==> config.mk <==
export PLATFORM = sky130hd
export DESIGN_NAME = rect_draw_scheduler
export DESIGN_NICKNAME = d
export VERILOG_FILES = /design/src/rtl/rect_draw_pkg.sv /design/src/rtl/rect_draw_scheduler_rr_arbiter.sv /design/src/rtl/rect_draw_scheduler.sv
export SDC_FILE = /design/constraint.sdc
export NUM_CORES = 1
export LEC_CHECK = 0
export CAP_MARGIN = 20
export CELL_PAD_IN_SITES_DETAIL_PLACEMENT = 1
export CELL_PAD_IN_SITES_GLOBAL_PLACEMENT = 2
export CORE_UTILIZATION = 28
export CTS_CLUSTER_DIAMETER = 60
export DETAILED_ROUTE_END_ITERATION = 10
export GPL_ROUTABILITY_DRIVEN = 0
export PLACE_DENSITY_LB_ADDON = 0.12
export SLEW_MARGIN = 25
export SYNTH_ARGS = -nofsm -noshare
export SYNTH_HDL_FRONTEND = slang
export SYNTH_SLANG_ARGS = --single-unit
==> constraint.sdc <==
create_clock -name clock -period 3.15 [get_ports clock]
set_clock_uncertainty 0.15 [all_clocks]
set_input_delay 0.945 -clock clock [delete_from_list [all_inputs] [get_ports clock]]
set_output_delay 0.945 -clock clock [all_outputs]
set_load 0.005 [all_outputs]
==> src/rtl/rect_draw_pkg.sv <==
// -----------------------------------------------------------------------------
// rect_draw_pkg
// Shared constants and types for the rectangle draw scheduler.
//   X_W / Y_W / COL_W     : VGA adapter coordinate and colour widths
//   SCREEN_W_DEF/_H_DEF   : default visible screen size (160x120)
//   state_e               : scheduler FSM encoding
// Optional build macro: CLEAR_ON_RESET_EN adds the CLEAR state that wipes
// the screen after reset release.
// -----------------------------------------------------------------------------
package rect_draw_pkg;

  localparam int X_W          = 8;
  localparam int Y_W          = 7;
  localparam int COL_W        = 3;
  localparam int SCREEN_W_DEF = 160;
  localparam int SCREEN_H_DEF = 120;

`ifdef CLEAR_ON_RESET_EN
  typedef enum logic [1:0] {
    ST_IDLE  = 2'd0,
    ST_SCAN  = 2'd1,
    ST_DONE  = 2'd2,
    ST_CLEAR = 2'd3
  } state_e;
`else
  typedef enum logic [1:0] {
    ST_IDLE = 2'd0,
    ST_SCAN = 2'd1,
    ST_DONE = 2'd2
  } state_e;
`endif

endpackage

==> src/rtl/rect_draw_scheduler_rr_arbiter.sv <==
// -----------------------------------------------------------------------------
// rr_arbiter
// Purely combinational round-robin picker: finds the first set request at or
// above the pointer, wrapping past the top client.
//   req_i       : per-client request vector
//   ptr_i       : index of the highest-priority client (always < NUM_REQ)
//   gnt_next_o  : one-hot winner, all zero when nothing is requested
//   index_o     : binary index of the winner (0 when nothing is requested)
// -----------------------------------------------------------------------------
module rr_arbiter #(
  parameter int NUM_REQ = 2,
  parameter int IDX_W   = 1
) (
  input  logic [NUM_REQ-1:0] req_i,
  input  logic [IDX_W-1:0]   ptr_i,
  output logic [NUM_REQ-1:0] gnt_next_o,
  output logic [IDX_W-1:0]   index_o
);

  logic [2*NUM_REQ-1:0] reqDbl;
  logic [2*NUM_REQ-1:0] rot;
  logic [IDX_W:0]       sum;
  logic                 found;

  // Rotating a doubled copy right by the pointer puts the highest-priority
  // client at bit 0, so a plain lowest-bit-first search gives round-robin.
  // The winner's real index is the rotation offset added back modulo NUM_REQ.
  always_comb begin
    reqDbl  = {req_i, req_i};
    rot     = reqDbl >> ptr_i;
    found   = 1'b0;
    sum     = '0;
    index_o = '0;
    for (int k = 0; k < NUM_REQ; k++) begin
      if (!found && rot[k]) begin
        found = 1'b1;
        sum   = {1'b0, ptr_i} + (IDX_W+1)'(k);
        if (sum >= (IDX_W+1)'(NUM_REQ)) begin
          sum = sum - (IDX_W+1)'(NUM_REQ);
        end
        index_o = sum[IDX_W-1:0];
      end
    end
  end

  assign gnt_next_o = found ? (NUM_REQ'(1) << index_o) : '0;

endmodule

==> src/rtl/rect_draw_scheduler.sv <==
// -----------------------------------------------------------------------------
// rect_draw_scheduler
// Shares the single VGA adapter pixel port between NUM_REQ rectangle clients.
// A client is picked round-robin in IDLE, its rectangle is scanned row-major
// one pixel per cycle (off-screen pixels are clipped but still take a cycle),
// then done is pulsed to that client for one cycle.
// Ports:
//   clock, reset_n   : clock, asynchronous active-low reset
//   req_i            : level request per client
//   rect_x_i/_y_i    : packed origin per client (8 / 7 bits each)
//   rect_w_i/_h_i    : packed size per client (0 is legal, draws nothing)
//   rect_colour_i    : packed colour per client (3 bits each)
//   gnt_o            : one-hot grant, high for the whole service
//   done_o           : one-cycle completion pulse to the served client
//   vga_x_o/_y_o     : pixel coordinate, vga_colour_o : pixel colour
//   plot_o           : VGA write enable
//   busy_o           : high whenever the FSM is not IDLE
// Optional build macro: CLEAR_ON_RESET_EN -- after reset release the whole
// screen is swept with colour 000 before any request is served.
// -----------------------------------------------------------------------------
module rect_draw_scheduler
  import rect_draw_pkg::*;
#(
  parameter int NUM_REQ  = 2,
  parameter int SCREEN_W = SCREEN_W_DEF,
  parameter int SCREEN_H = SCREEN_H_DEF
) (
  input  logic                     clock,
  input  logic                     reset_n,
  input  logic [NUM_REQ-1:0]       req_i,
  input  logic [X_W*NUM_REQ-1:0]   rect_x_i,
  input  logic [Y_W*NUM_REQ-1:0]   rect_y_i,
  input  logic [X_W*NUM_REQ-1:0]   rect_w_i,
  input  logic [Y_W*NUM_REQ-1:0]   rect_h_i,
  input  logic [COL_W*NUM_REQ-1:0] rect_colour_i,
  output logic [NUM_REQ-1:0]       gnt_o,
  output logic [NUM_REQ-1:0]       done_o,
  output logic [X_W-1:0]           vga_x_o,
  output logic [Y_W-1:0]           vga_y_o,
  output logic [COL_W-1:0]         vga_colour_o,
  output logic                     plot_o,
  output logic                     busy_o
);

  localparam int IDX_W = (NUM_REQ > 1) ? $clog2(NUM_REQ) : 1;

  state_e             state_q, state_d;
  logic [IDX_W-1:0]   ptr_q, ptr_d, idx_q, idx_d;
  logic [NUM_REQ-1:0] gnt_q, gnt_d;
  logic [X_W-1:0]     x_q, x_d, w_q, w_d, cx_q, cx_d, lastX_q, lastX_d;
  logic [Y_W-1:0]     y_q, y_d, h_q, h_d, cy_q, cy_d, lastY_q, lastY_d;
  logic [COL_W-1:0]   col_q, col_d, lastCol_q, lastCol_d;
`ifdef CLEAR_ON_RESET_EN
  logic               clearPending_q, clearPending_d;
`endif

  logic [X_W-1:0]     reqX   [NUM_REQ];
  logic [Y_W-1:0]     reqY   [NUM_REQ];
  logic [X_W-1:0]     reqW   [NUM_REQ];
  logic [Y_W-1:0]     reqH   [NUM_REQ];
  logic [COL_W-1:0]   reqCol [NUM_REQ];

  logic [NUM_REQ-1:0] arbGnt;
  logic [IDX_W-1:0]   arbIdx;

  // One extra bit so coordinates that run past 255 / 127 are seen as
  // off-screen instead of wrapping back onto the visible area.
  logic [X_W:0]       xSum;
  logic [Y_W:0]       ySum;
  logic               inView;

  for (genvar i = 0; i < NUM_REQ; i++) begin : g_unpack
    assign reqX[i]   = rect_x_i[X_W*i +: X_W];
    assign reqY[i]   = rect_y_i[Y_W*i +: Y_W];
    assign reqW[i]   = rect_w_i[X_W*i +: X_W];
    assign reqH[i]   = rect_h_i[Y_W*i +: Y_W];
    assign reqCol[i] = rect_colour_i[COL_W*i +: COL_W];
  end

  rr_arbiter #(
    .NUM_REQ (NUM_REQ),
    .IDX_W   (IDX_W)
  ) u_arb (
    .req_i      (req_i),
    .ptr_i      (ptr_q),
    .gnt_next_o (arbGnt),
    .index_o    (arbIdx)
  );

  assign xSum   = {1'b0, x_q} + {1'b0, cx_q};
  assign ySum   = {1'b0, y_q} + {1'b0, cy_q};
  assign inView = (xSum < (X_W+1)'(SCREEN_W)) && (ySum < (Y_W+1)'(SCREEN_H));

  always_ff @(posedge clock or negedge reset_n) begin
    if (!reset_n) begin
      state_q        <= ST_IDLE;
      ptr_q          <= '0;
      idx_q          <= '0;
      gnt_q          <= '0;
      x_q            <= '0;
      y_q            <= '0;
      w_q            <= '0;
      h_q            <= '0;
      col_q          <= '0;
      cx_q           <= '0;
      cy_q           <= '0;
      lastX_q        <= '0;
      lastY_q        <= '0;
      lastCol_q      <= '0;
`ifdef CLEAR_ON_RESET_EN
      clearPending_q <= 1'b1;
`endif
    end else begin
      state_q        <= state_d;
      ptr_q          <= ptr_d;
      idx_q          <= idx_d;
      gnt_q          <= gnt_d;
      x_q            <= x_d;
      y_q            <= y_d;
      w_q            <= w_d;
      h_q            <= h_d;
      col_q          <= col_d;
      cx_q           <= cx_d;
      cy_q           <= cy_d;
      lastX_q        <= lastX_d;
      lastY_q        <= lastY_d;
      lastCol_q      <= lastCol_d;
`ifdef CLEAR_ON_RESET_EN
      clearPending_q <= clearPending_d;
`endif
    end
  end

  // The last* registers remember what was on the pixel bus during the final
  // SCAN/CLEAR cycle so the bus holds still whenever plot is low.
  always_comb begin
    state_d        = state_q;
    ptr_d          = ptr_q;
    idx_d          = idx_q;
    gnt_d          = gnt_q;
    x_d            = x_q;
    y_d            = y_q;
    w_d            = w_q;
    h_d            = h_q;
    col_d          = col_q;
    cx_d           = cx_q;
    cy_d           = cy_q;
    lastX_d        = lastX_q;
    lastY_d        = lastY_q;
    lastCol_d      = lastCol_q;
`ifdef CLEAR_ON_RESET_EN
    clearPending_d = clearPending_q;
`endif
    case (state_q)
      ST_IDLE: begin
`ifdef CLEAR_ON_RESET_EN
        if (clearPending_q) begin
          clearPending_d = 1'b0;
          cx_d           = '0;
          cy_d           = '0;
          state_d        = ST_CLEAR;
        end else
`endif
        if (|req_i) begin
          idx_d   = arbIdx;
          gnt_d   = arbGnt;
          x_d     = reqX[arbIdx];
          y_d     = reqY[arbIdx];
          w_d     = reqW[arbIdx];
          h_d     = reqH[arbIdx];
          col_d   = reqCol[arbIdx];
          cx_d    = '0;
          cy_d    = '0;
          state_d = ((reqW[arbIdx] == '0) || (reqH[arbIdx] == '0)) ? ST_DONE : ST_SCAN;
        end
      end
      ST_SCAN: begin
        lastX_d   = xSum[X_W-1:0];
        lastY_d   = ySum[Y_W-1:0];
        lastCol_d = col_q;
        if (cx_q == w_q - X_W'(1)) begin
          cx_d = '0;
          if (cy_q == h_q - Y_W'(1)) begin
            state_d = ST_DONE;
          end else begin
            cy_d = cy_q + Y_W'(1);
          end
        end else begin
          cx_d = cx_q + X_W'(1);
        end
      end
      ST_DONE: begin
        ptr_d   = (idx_q == IDX_W'(NUM_REQ-1)) ? '0 : idx_q + IDX_W'(1);
        gnt_d   = '0;
        state_d = ST_IDLE;
      end
`ifdef CLEAR_ON_RESET_EN
      ST_CLEAR: begin
        lastX_d   = cx_q;
        lastY_d   = cy_q;
        lastCol_d = '0;
        if (cx_q == X_W'(SCREEN_W-1)) begin
          cx_d = '0;
          if (cy_q == Y_W'(SCREEN_H-1)) begin
            cy_d    = '0;
            state_d = ST_IDLE;
          end else begin
            cy_d = cy_q + Y_W'(1);
          end
        end else begin
          cx_d = cx_q + X_W'(1);
        end
      end
`endif
      default: state_d = ST_IDLE;
    endcase
  end

  // Pixel bus is driven live from the scan counters so pixel k lands in the
  // k-th SCAN cycle; elsewhere it replays the held values with plot low.
  always_comb begin
    plot_o       = 1'b0;
    vga_x_o      = lastX_q;
    vga_y_o      = lastY_q;
    vga_colour_o = lastCol_q;
    case (state_q)
      ST_SCAN: begin
        plot_o       = inView;
        vga_x_o      = xSum[X_W-1:0];
        vga_y_o      = ySum[Y_W-1:0];
        vga_colour_o = col_q;
      end
`ifdef CLEAR_ON_RESET_EN
      ST_CLEAR: begin
        plot_o       = 1'b1;
        vga_x_o      = cx_q;
        vga_y_o      = cy_q;
        vga_colour_o = '0;
      end
`endif
      default: ;
    endcase
  end

  assign gnt_o  = gnt_q;
  assign done_o = (state_q == ST_DONE) ? gnt_q : '0;
  assign busy_o = (state_q != ST_IDLE);

endmodule

Word-level counts from Yosys, hierarchy flattened
Index checks and enable logic that the tools add are counted. Widths: inputs -> output; s select.

Input port bits: 70. Flip-flop bits (word level): 72. Word-level logic and storage cells: 98. Output and inout bits: 24.

Add/sub/neg operators: 10. Reduce and logical (&&, ||, !) cells: 16. Muxes and demuxes: 42. Shifts and indexed selects: 2. Magnitude comparators: 5. Bitwise operators: 1. Equal/unequal tests: 8.

Operators with widths (count): $mux 8 (9); $mux 7 (10); $pmux 8 s2 (1); $mux 2 (7); $pmux 7 s2 (1); $mux 3 (4); $add 8x8->9 (1); $lt 9x8->1 const B (1); $add 7x7->8 (1); $add 8x1->8 const B (1); $eq 8x8->1 (1); $logic_not 8->1 (1); $lt 8x7->1 const B (1); $mux 1 (8); $ne 2x2->1 const B (4); $pmux 2 s2 (2); $sub 8x1->8 const B (1); $add 7x1->7 const B (1); $eq 7x7->1 (1); $logic_not 7->1 (1); $sub 7x1->7 const B (1); $reduce_and 2->1 (3); $reduce_bool 2->1 (3); $ge 2x2->1 const B (2); 16 further kinds (18).

Depth between registers and ports, before layout
Depth in word-level cells: 14. Gate-level depth with buffers: 10. Gate-level depth less buffers: 10.

Hierarchy
From an unflattened synthesis, not the netlist that was laid out.

Cell total of the unflattened synthesis: 460. Area, all modules: 4329.2 sq um.

By module, submodules not included: rect_draw_scheduler (sequential area each 1801.7 sq um, cells an instance 456, instances 1, area an instance 4299.1 sq um); rr_arbiter (sequential area each 0.0 sq um, cells an instance 4, instances 1, area an instance 30.0 sq um).

Least setup slack after synthesis
Ideal clock, no wire load.

Path type: register to output. Start point: register cy_q[0]. End point: output port plot_o. Buffers on the path: 0. Stages on the path, launching flop included: 10. Path slack: -0.217 ns. Arrival time: 2.272 ns. Data required time: 2.055 ns. Path through: dfrtp_1 ha_1 fa_1 a21o_1 a21oi_1 xnor2_1 and3_1 or3b_2 nand4_1 a221oi_1.

Longest elaborated chain between the ends: 4.

Ends and longest elaborated chain: start, declared (line rect_draw_scheduler.sv:51) `logic [Y_W-1:0] y_q, y_d, h_q, h_d, cy_q, cy_d, lastY_q, lastY_d;`; start signal, assigned (line rect_draw_scheduler.sv:124) `cy_q <= cy_d;`; $add 7x7->8 (line rect_draw_scheduler.sv:91) `assign ySum = {1'b0, y_q} + {1'b0, cy_q};`; $lt 8x7->1 (line rect_draw_scheduler.sv:92) `assign inView = (xSum < (X_W+1)'(SCREEN_W)) && (ySum < (Y_W+1)'(SCREEN_H));`; $logic_and 1x1->1 (line rect_draw_scheduler.sv:92); $mux 1 (line rect_draw_scheduler.sv:226) `case (state_q)`; end, declared (line rect_draw_scheduler.sv:41) `output logic plot_o,`.

No other way between the ends.

Worst setup path after layout
Ends and elaborated chain as after synthesis.

==> impl_metrics.py <==
metrics = {
    "outcome": {
        "status": "complete, but fails checks",
        "failed_checks": "negative setup slack",
    },
    "timing": {
        "fin_hold_ws_ns": 0.318,
        "slew_headroom_pct": 54.9,
        "finalHoldViolCount": 0,
        "drv_slew": 0,
        "postLayoutSetupSlackWorst_ns": -0.649,
        "post-route-period-util_pct": 121,
        "finalSetupViolations": 8,
        "fin_crit_ns": 3.80,
        "max_freq_mhz": 263,
        "rsz0062_at_grt": "yes",
        "tightest_slew_ns": 0.676,
        "fin_tns_setup_ns": -2.46,
    },
    "synthesis": {
        "synth-edff-count": 0,
        "synth_top_area_share_pct": 42.0,
        "async_reset_ff_share_pct": 100,
        "ys_seq_elements": 72,
        "yosysTopAreaCell": "dfrtp_1",
        "yosysSeqAreaShare_pct": 42.0,
        "ys_top_cells_by_area": "dfrtp_1, mux2i_1, nand2_1, o21ai_0, ha_1",
        "synth_ff_type": "dfrtp_1",
        "syn_avg_cell_area_sq_um": 9.26,
        "ys_types": 49,
        "syn_inst": 463,
        "ys_warn_count": 0,
        "synth_area_sq_mm": 0.00429,
        "syn-num-nets": 554,
    },
    "routing": {
        "finalWirelength_um": 12900,
        "vias": 3936,
        "ant_nets": 0,
        "avgViaCountPerCell": 4.79,
        "drt_iter0_markers": 144,
        "drtPass1Iterations": 4,
        "routedWlPerCell_um": 15.8,
        "drc_errors": 0,
    },
    "grt": {
        "use_met2_pct": 29.5,
        "grt_pass1_vias": 4289,
        "antenna_found_initial": 0,
        "track_usage_pct": 17.2,
        "grt_max_degree": 73,
        "grt_use_met3_pct": 2.72,
        "globalRouteMet1Util_pct": 21.9,
        "grt_pass1_wl_um": 21300,
        "overflow": 0,
        "grt.busiest_layer": "met2",
    },
    "layout": {
        "fillers": 1693,
        "area_growth_pct": 51.8,
        "layout_common_cells": "nand2_1, clkdlybuf4s50_1, buf_4",
        "num-nets-final": 723,
        "antenna_cells": 0,
        "final_util_pct": 44.1,
        "final_common_cell": "nand2_1",
        "multi_input_area_sq_mm": 0.00257,
        "drive_above_1_share_pct": 24.8,
        "fin_area_sq_mm": 0.00651,
        "area.sequential_sq_mm": 0.00180,
    },
    "critical_path": {
        "critPathKind": "register to output port",
        "reg2reg_slack_ns": 0.18,
        "critPathMaxFanout": 2,
        "worstSetupStartpointType": "register",
        "ff2ff_path_depth": 18,
        "required_ns": 2.05,
        "reg2reg_from": "y_q[1]",
        "crit_arrival_ns": 2.70,
        "endpoint_kind": "output port",
        "r2r-end": "lastY_q[3]",
    },
    "power_and_ir_drop": {
        "swShare_pct": 39.3,
        "ir_drop_mv": 0.398,
        "seqPwrFrac_pct": 25.2,
        "p_leak_nw": 3.08,
        "p_clk_share_pct": 15.8,
        "switchingPower_mw": 2.48,
        "totalPowerFinal_mw": 6.29,
        "power.density_mw_per_mm2": 967,
        "internal-power_mw": 3.82,
        "combinationalPowerShare_pct": 59.0,
    },
    "cts": {
        "ctsRootBufferMaster": "clkbuf_16",
        "cts-buffers-inserted": 9,
        "clkTransAtPathRegs_ns": 0.06,
        "clk_path_buf_depth": 2,
        "cts_tree": "yes",
        "cts_sinks": 72,
        "clk_latency_ns": 0.34,
        "cts.htree.levels": 3,
    },
    "die": {
        "dieArea_sq_mm": 0.0158,
        "core_sq_mm": 0.0148,
        "fp.dieW_um": 126,
        "start_util_pct": 29.1,
        "num_rows": 44,
        "die_height_um": 126,
        "ios": 94,
    },
    "placement": {
        "portBuffers": 93,
        "hpwl_um": 9190,
        "placed_area_sq_mm": 0.00576,
    },
    "worst_hold_path": {
        "hold_path.class": "register to register",
        "min_to": "lastY_q[1]",
        "hp-start": "lastY_q[1]",
        "holdPathStages": 2,
    },
    "job": {
        "cap_violations": 0,
    },
}
synth_stat cells (4+ instances only):
library cell	n
a211oi_1	5
a21o_1	5
a21oi_1	15
and3_1	4
clkbuf_1	14
dfrtp_1	72
ha_1	19
inv_1	17
mux2_2	4
mux2i_1	36
nand2_1	85
nand3_1	8
nand4_1	5
nor2_1	17
nor2b_1	5
nor3_1	9
nor4_1	6
o21ai_0	57
o31ai_1	6
or4_1	4
xnor2_1	19
xor2_1	13
timing repair:
item / 4_1_cts / 5_1_grt
pin swaps: 31 / 31
resized for setup: 79 / 29
setup buffers: 34 / 16
endpoints found under the setup margin: 18 / 18
hold buffers: 0 / 0
worst max-delay path: stages (launching register included):
cell,delay (ns)
dfrtp_1,0.41
ha_4,0.18
fa_2,0.34
a21o_1,0.17
a21oi_2,0.22
xnor2_2,0.15
and3_4,0.20
or3b_4,0.36
nand4_1,0.13
a221oi_4,0.05
buf_2,0.15
per-stage QoR:
stage | cells | setup WS, ns
5_1_grt | 821 | -0.775
3_3_place_gp | 767 | -0.682
3_5_place_dp | 767 | -0.815
4_1_cts | 816 | -0.668
6_report | 821 | -0.649
2_1_floorplan | 463 | -0.105
per-layer routing:
metal	up-vias	part of all wire, %
met1	1870	47
li1	1975	-
met5	-	0
met4	0	1.7
met3	15	3.0
met2	76	48
flip-flops by register name, summed over array words and instances (netlist names):
signal and count:
cx_q 8, lastX_q 8, w_q 8, x_q 8, cy_q 7, h_q 7
lastY_q 7, y_q 7, col_q 3, lastCol_q 3, gnt_o 2, state_q 2
idx_q 1, ptr_q 1
worst max path at each step:
stage / start / to / slack, ns
after floorplan: cy_q[0] / plot_o / -0.11
after global placement: x_q[1] / plot_o / -0.68
after detailed placement: x_q[1] / plot_o / -0.82
after CTS: cy_q[0] / plot_o / -0.67
after global routing: cy_q[0] / plot_o / -0.78
final: cy_q[0] / plot_o / -0.65
cell families (layout without fill, tap and decap cells):
kind of cell / after synthesis / count (layout) / share of synthesized area (%)
and+or+nand+nor: 154 / 154 / 17.0
AOI/OAI and AO/OA: 108 / 108 / 15.1
DFF: 72 / 72 / 42.0
muxes: 40 / 40 / 9.45
buffers and inverters: 36 / 210 / 3.50
xor gates and xnor gates: 32 / 32 / 6.53
adders and majority gates: 21 / 21 / 6.48
power by group through the flow:
stage | registers (mW) | clock network [mW] | logic, mW
floorplan | 1.55 | 0 | 1.70
global route | 1.65 | 1.05 | 4.14
finish | 1.59 | 0.993 | 3.71
CTS | 1.59 | 1.02 | 3.54
global placement | 1.59 | 0 | 3.00
detailed placement | 1.60 | 0 | 3.07
layout make-up:
type	count	area share (%)
Multi-Input combinational cell	355	39.5
Sequential cell	72	27.7
Timing Repair Buffer	177	24.0
Clock buffer	13	4.15
Tap cell	184	3.54
Inverter	17	0.980
Clock inverter	3	0.231
No activity file was read; power rests on OpenSTA's default activity.
